**src/rtl/matrix_xfade.sv**
```systemverilog
// Crossfading routing matrix: NUM_IN signed sources to NUM_OUT destinations.
// One sample strobe starts a serial pass through every output using a single shared multiplier.
//
// state | meaning (one instance per output)
// IDLE  | output follows src(cur_sel)
// FADE  | output blends src(cur_sel) -> src(tgt_sel); k counts fade samples

module matrix_xfade #(
    parameter int BITSIZE   = 16,
    parameter int NUM_IN    = 9,
    parameter int NUM_OUT   = 11,
    parameter int FADE_BITS = 6,
    parameter int SELW      = $clog2(NUM_IN + 1)
) (
    input  logic                       clk,
    input  logic                       resetn,
    input  logic                       sample_strobe,
    input  logic [NUM_IN*BITSIZE-1:0]  in_bus,
    input  logic [NUM_OUT*SELW-1:0]    sel_bus,
    output logic [NUM_OUT*BITSIZE-1:0] out_bus,
    output logic                       busy,
    output logic                       done,
    output logic [NUM_OUT-1:0]         fading,
    output logic                       overrun
);

    localparam int JW = (NUM_OUT > 1) ? $clog2(NUM_OUT) : 1;
    localparam int KW = FADE_BITS + 1;
    localparam int DW = BITSIZE + 1;
    localparam int PW = BITSIZE + FADE_BITS + 2;
    localparam logic [KW-1:0] K_END = KW'(2 ** FADE_BITS);
    localparam logic [JW-1:0] J_LAST = JW'(NUM_OUT - 1);

    typedef enum logic {IDLE = 1'b0, FADE = 1'b1} xf_state_t;

    xf_state_t              st      [NUM_OUT];
    logic [SELW-1:0]        cur_sel [NUM_OUT];
    logic [SELW-1:0]        tgt_sel [NUM_OUT];
    logic [KW-1:0]          k_cnt   [NUM_OUT];

    logic [NUM_IN*BITSIZE-1:0] snap_in;
    logic [NUM_OUT*SELW-1:0]   snap_sel;
    logic                      run;
    logic [JW-1:0]             idx;

    // stage 1 (select and difference)
    logic                      accept;
    logic                      s1_go;
    logic [JW-1:0]             j1;
    logic [NUM_IN*BITSIZE-1:0] in1;
    logic [NUM_OUT*SELW-1:0]   sel_src;
    logic [SELW-1:0]           sel1;
    logic [SELW-1:0]           tsel1;
    logic [KW-1:0]             kn1;
    logic                      fade1;
    logic signed [BITSIZE-1:0] a1;
    logic signed [BITSIZE-1:0] b1;

    logic                      s1_vld;
    logic [JW-1:0]             s1_idx;
    logic signed [BITSIZE-1:0] s1_a;
    logic signed [DW-1:0]      s1_d;
    logic [KW-1:0]             s1_k;
    logic                      s1_fade;
    logic [SELW-1:0]           s1_tgt;

    // stage 2 (multiply, shift, add, state update)
    logic signed [PW-1:0]      d_ext;
    logic signed [PW-1:0]      k_ext;
    logic signed [PW-1:0]      prod;
    logic [BITSIZE-1:0]        o2;
    xf_state_t                 st_nxt;
    logic [SELW-1:0]           cur_nxt;
    logic [SELW-1:0]           tgt_nxt;
    logic [KW-1:0]             k_nxt;

    // Any select code >= NUM_IN yields silence.
    function automatic logic signed [BITSIZE-1:0] src_of(
        input logic [NUM_IN*BITSIZE-1:0] bus,
        input logic [SELW-1:0]           sel
    );
        logic signed [BITSIZE-1:0] v;
        v = '0;
        for (int i = 0; i < NUM_IN; i++) begin
            if (sel == SELW'(i)) v = bus[i*BITSIZE +: BITSIZE];
        end
        return v;
    endfunction

    // Slot 0 is evaluated on the accepting edge straight from the live buses,
    // which carry the same values the snapshot captures on that edge.
    always_comb begin
        accept  = sample_strobe && !busy;
        s1_go   = accept || run;
        j1      = accept ? '0 : idx;
        in1     = accept ? in_bus : snap_in;
        sel_src = accept ? sel_bus : snap_sel;
        sel1    = sel_src[j1*SELW +: SELW];
        tsel1   = tgt_sel[j1];
        kn1     = '0;
        fade1   = 1'b0;
        if (st[j1] == FADE) begin
            fade1 = 1'b1;
            kn1   = k_cnt[j1] + KW'(1);
        end else if (sel1 != cur_sel[j1]) begin
            fade1 = 1'b1;
            kn1   = KW'(1);
            tsel1 = sel1;
        end
        a1 = src_of(in1, cur_sel[j1]);
        b1 = fade1 ? src_of(in1, tsel1) : a1;
    end

    always_comb begin
        d_ext   = PW'(s1_d);
        k_ext   = PW'(s1_k);
        prod    = d_ext * k_ext;
        o2      = BITSIZE'(s1_a + (prod >>> FADE_BITS));
        st_nxt  = st[s1_idx];
        cur_nxt = cur_sel[s1_idx];
        tgt_nxt = tgt_sel[s1_idx];
        k_nxt   = k_cnt[s1_idx];
        if (s1_fade) begin
            if (s1_k == K_END) begin
                st_nxt  = IDLE;
                cur_nxt = s1_tgt;
                tgt_nxt = s1_tgt;
                k_nxt   = '0;
            end else begin
                st_nxt  = FADE;
                tgt_nxt = s1_tgt;
                k_nxt   = s1_k;
            end
        end
    end

    always_ff @(posedge clk or negedge resetn) begin
        if (!resetn) begin
            out_bus  <= '0;
            busy     <= 1'b0;
            done     <= 1'b0;
            overrun  <= 1'b0;
            snap_in  <= '0;
            snap_sel <= '0;
            run      <= 1'b0;
            idx      <= '0;
            s1_vld   <= 1'b0;
            s1_idx   <= '0;
            s1_a     <= '0;
            s1_d     <= '0;
            s1_k     <= '0;
            s1_fade  <= 1'b0;
            s1_tgt   <= '0;
            for (int i = 0; i < NUM_OUT; i++) begin
                st[i]      <= IDLE;
                cur_sel[i] <= '1;
                tgt_sel[i] <= '1;
                k_cnt[i]   <= '0;
            end
        end else begin
            if (sample_strobe && busy) overrun <= 1'b1;

            if (accept) begin
                snap_in  <= in_bus;
                snap_sel <= sel_bus;
                busy     <= 1'b1;
            end else if (done) begin
                busy <= 1'b0;
            end

            if (accept) begin
                run <= (NUM_OUT > 1);
                idx <= JW'(1);
            end else if (run) begin
                if (idx == J_LAST) run <= 1'b0;
                else               idx <= idx + JW'(1);
            end

            s1_vld <= s1_go;
            if (s1_go) begin
                s1_idx  <= j1;
                s1_a    <= a1;
                s1_d    <= {b1[BITSIZE-1], b1} - {a1[BITSIZE-1], a1};
                s1_k    <= kn1;
                s1_fade <= fade1;
                s1_tgt  <= tsel1;
            end

            done <= s1_vld && (s1_idx == J_LAST);
            if (s1_vld) begin
                out_bus[s1_idx*BITSIZE +: BITSIZE] <= o2;
                st[s1_idx]      <= st_nxt;
                cur_sel[s1_idx] <= cur_nxt;
                tgt_sel[s1_idx] <= tgt_nxt;
                k_cnt[s1_idx]   <= k_nxt;
            end
        end
    end

    always_comb begin
        fading = '0;
        for (int j = 0; j < NUM_OUT; j++) fading[j] = (st[j] == FADE);
    end

endmodule

```
**config.mk**
```make
export PLATFORM = sky130hd
export DESIGN_NAME = matrix_xfade
export DESIGN_NICKNAME = d
export VERILOG_FILES = /design/src/rtl/matrix_xfade.sv
export SDC_FILE = /design/constraint.sdc
export NUM_CORES = 2
export LEC_CHECK = 0
export BUFFER_PORTS_ARGS = -buffer_cell sky130_fd_sc_hd__buf_2
export CAP_MARGIN = 10
export CORE_ASPECT_RATIO = 0.8
export CORE_MARGIN = 1
export CORE_UTILIZATION = 35
export CTS_CLUSTER_DIAMETER = 100
export DETAILED_ROUTE_END_ITERATION = 10
export GPL_ROUTABILITY_DRIVEN = 1
export GPL_TIMING_DRIVEN = 0
export PLACE_DENSITY = 0.5
export SYNTH_ARGS = -nofsm -noshare
export SYNTH_HDL_FRONTEND = slang
export SYNTH_SLANG_ARGS = --single-unit
```
**constraint.sdc**
```tcl
create_clock -name clk -period 13.6 [get_ports clk]
set_clock_uncertainty 0.05 [all_clocks]
set_input_delay 2.72 -clock clk [delete_from_list [all_inputs] [get_ports clk]]
set_output_delay 2.72 -clock clk [all_outputs]
set_load 0.02 [all_outputs]
```
==> out/results.txt <==
Avg Vias per Cell: 5.536
simple-gate share of the synthesized area: 0.1598
largest net degree at the start of global routing: 107
CP max FO: 10
outcome: completed
Period minus WS final: 10230 ps
drt pass-1 iters: 8
HP Class: register to register
Routed WL per cell: 24.98 µm
dominant cell type by area after synthesis: dfrtp_1
Setup TNS Final: 0 ps
CORE AREA: 0.09750 mm²
area of the die: 0.1005 mm²
CTS hold repair buffers: 0
CTS clk-pin slew, worst paths: 60 ps
most used cell, CP: buf_2
final period utilization: 0.7521
Synth Area per Inst: 9.218 µm²
Crit path max-delay family: buffers and inverters
Final Hold Vio Count: 0
Resized Gates After CTS: 0
max-slew violations: 0
vias in the first global route: 29990
Yosys top cell area share: 0.3674
antenna-violating nets left: 0
CTS buffer count: 68
post-synthesis mux area share: 0.09445
largest family of logic cells by synthesized area: compound AO/OA/AOI/OAI gates
drt drc: 0
required time worst endpoint: 14090 ps
Top Ports: 381
synthesized area: 0.03473 mm²
Critical Path Sink Type: register
Worst slew margin: 0.08946
sequential fraction of the synthesis area: 0.4340
synth unique cells: 93
routed vias: 30870
CP Buf/Inv Count: 10
Final nets: 4582
most common cell after layout, fill and taps aside: nand2_1
XOR/XNOR Fraction of Synth Area: 0.01282
WL final: 139300 µm
H-tree depth: 3
drt initial violations: 3090
first-pass GRT wire length: 205300 µm
Ys Warns: 0
Clock Tree Buf Depth: 3
CP arrival: 10710 ps
Die W: 354.2 µm
unrepaired setup endpoints after global routing: no
startpoint types: primary input
CP peak stage delay: 860 ps
Post-CTS Setup Bufs: 0
synthesis-to-finish area growth: 17.16%
Post-synth EDFFs: 0
row cnt: 102
grt ovf: 0
asr flop ratio synth: 1.000
most frequent cells in the layout: nand2_1, dfrtp_1, buf_2, o21ai_0, inv_1
Synth Area in Adders: 0.07773
Die H: 283.8 µm
Area contributors post-synth: dfrtp_1, nand2_1, dfstp_2, o21ai_0, fa_1
final setup violation count: 0
syn nets: 4125
fraction of layout cells with a size suffix above 1: 0.1825
CTS tree: yes
achievable frequency: 97.77 MHz
CP Class: primary input to register
I/O Buffers: 380
post-synthesis compound-gate area fraction: 0.1633
Starting Density: 0.3562
Worst-Skew Late Latency: 640 ps
max_cap viols: 0
gr usage total: 0.2728
Root Buffer Master: clkbuf_16
Yosys reg bits: 598
Cells after Synth: 3768
number of clock sinks: 598
routability congestion estimate: 0.9556
worst slew pin tran: 1366 ps
slowest CP cell: buf_1
DP HPWL: 106100 µm
antenna violations before repair: 3
ys flop type: dfrtp_1
-- state kept, by name (all words and copies together), names as in the netlist --
| register | flops |
|---|---|
| s1_d | 17 |
| snap_in | 144 |
| busy | 1 |
| snap_sel | 44 |
| s1_k | 7 |
| s1_vld | 1 |
| cur_sel | 44 |
| s1_a | 16 |
| s1_tgt | 4 |
| s1_fade | 1 |
| fading | 11 |
| s1_idx | 4 |
| run | 1 |
| k_cnt | 77 |
| out_bus | 176 |
| idx | 4 |
| done | 1 |
| tgt_sel | 44 |
| overrun | 1 |
-- worst reg2reg max path: cells and delay by family (launching register included) --
family,cells,cell delay (ps)
buffers and inverters,9,3830
AO/OA/AOI/OAI,12,2860
adder cells (fa/ha/maj),2,640
flip-flops,1,460
multiplexers,1,370
AND/OR/NAND/NOR,2,230
-- area by class of cell --
class	instances	area, µm²
Multi-Input combinational cell	2665	17650
Sequential cell	598	15070
Clock buffer	99	2012
Antenna cell	2	5.005
Inverter	249	934.6
Clock inverter	20	230.2
Timing Repair Buffer	387	2088
Tap cell	1300	1627
Buffer	256	1079
Fill cell	9927	56810
-- logic make-up after synthesis --
logic type,Yosys count
compound gates,891
xor+xnor,50
fa+ha+maj,166
buf+inv,505
flops,598
mux,266
simple gates,1292
-- layer usage --
layer | global-route usage | wire (µm) | vias up
li1 | - | - | 13900
met1 | 0.4084 | 64690 | 15290
met2 | 0.3886 | 57590 | 1459
met3 | 0.06013 | 12850 | 222
met4 | 0.08147 | 4142 | 2
met5 | 0 | 7 | -
-- stage by stage --
step / worst slack (ps) / std cells / cell area [µm²] / util / hold slack, ps
6_report: 3371 / 5576 / 40700 / 0.4174 / 402.4
5_1_grt: 2926 / 5574 / 40690 / 0.4173 / 426.3
4_1_cts: 3450 / 5573 / 40680 / 0.4172 / 407.5
3_5_place_dp: 2803 / 5454 / 38440 / 0.3942 / 393.3
3_3_place_gp: -3723 / 5448 / 38260 / 0.3924 / 389.0
2_1_floorplan: 5258 / 3768 / 34730 / - / 390.1
-- path summary, 6_finish.rpt --
kind / start / endpoint / slack [ps] / depth (start not counted)
max in group asynchronous: resetn / snap_in[3] / 9620 / 4
hold / removal: overrun / overrun / 400 / 1
hold reg to reg: overrun / overrun / 400 / 1
setup / recovery: sample_strobe / s1_d[14] / 3370 / 27
setup reg to reg: busy / s1_d[14] / 5050 / 26
min in group asynchronous: resetn / out_bus[148] / 1960 / 1
-- synthesized netlist by cell type, types with 14 or more instances --
| cell type | count |
|---|---|
| o21ai_0 | 379 |
| a211oi_1 | 22 |
| inv_1 | 246 |
| mux4_2 | 41 |
| and3_1 | 27 |
| nor2_1 | 195 |
| o211ai_1 | 25 |
| mux2_2 | 77 |
| dfstp_2 | 88 |
| o31ai_1 | 17 |
| a221oi_1 | 35 |
| mux2i_1 | 144 |
| buf_1 | 31 |
| a21oi_1 | 150 |
| a31oi_1 | 21 |
| o221ai_1 | 23 |
| a21o_1 | 18 |
| ha_1 | 83 |
| o22ai_1 | 26 |
| clkbuf_1 | 179 |
| nand3_1 | 46 |
| dfrtp_1 | 510 |
| a221o_1 | 21 |
| a32oi_1 | 14 |
| fa_1 | 83 |
| nor3_1 | 66 |
| buf_2 | 34 |
| xnor2_1 | 37 |
| nand2_1 | 781 |
| and2_1 | 97 |
Power is not shown: default switching activity piles up to over one toggle a cycle in this logic, so the estimate is an artifact.
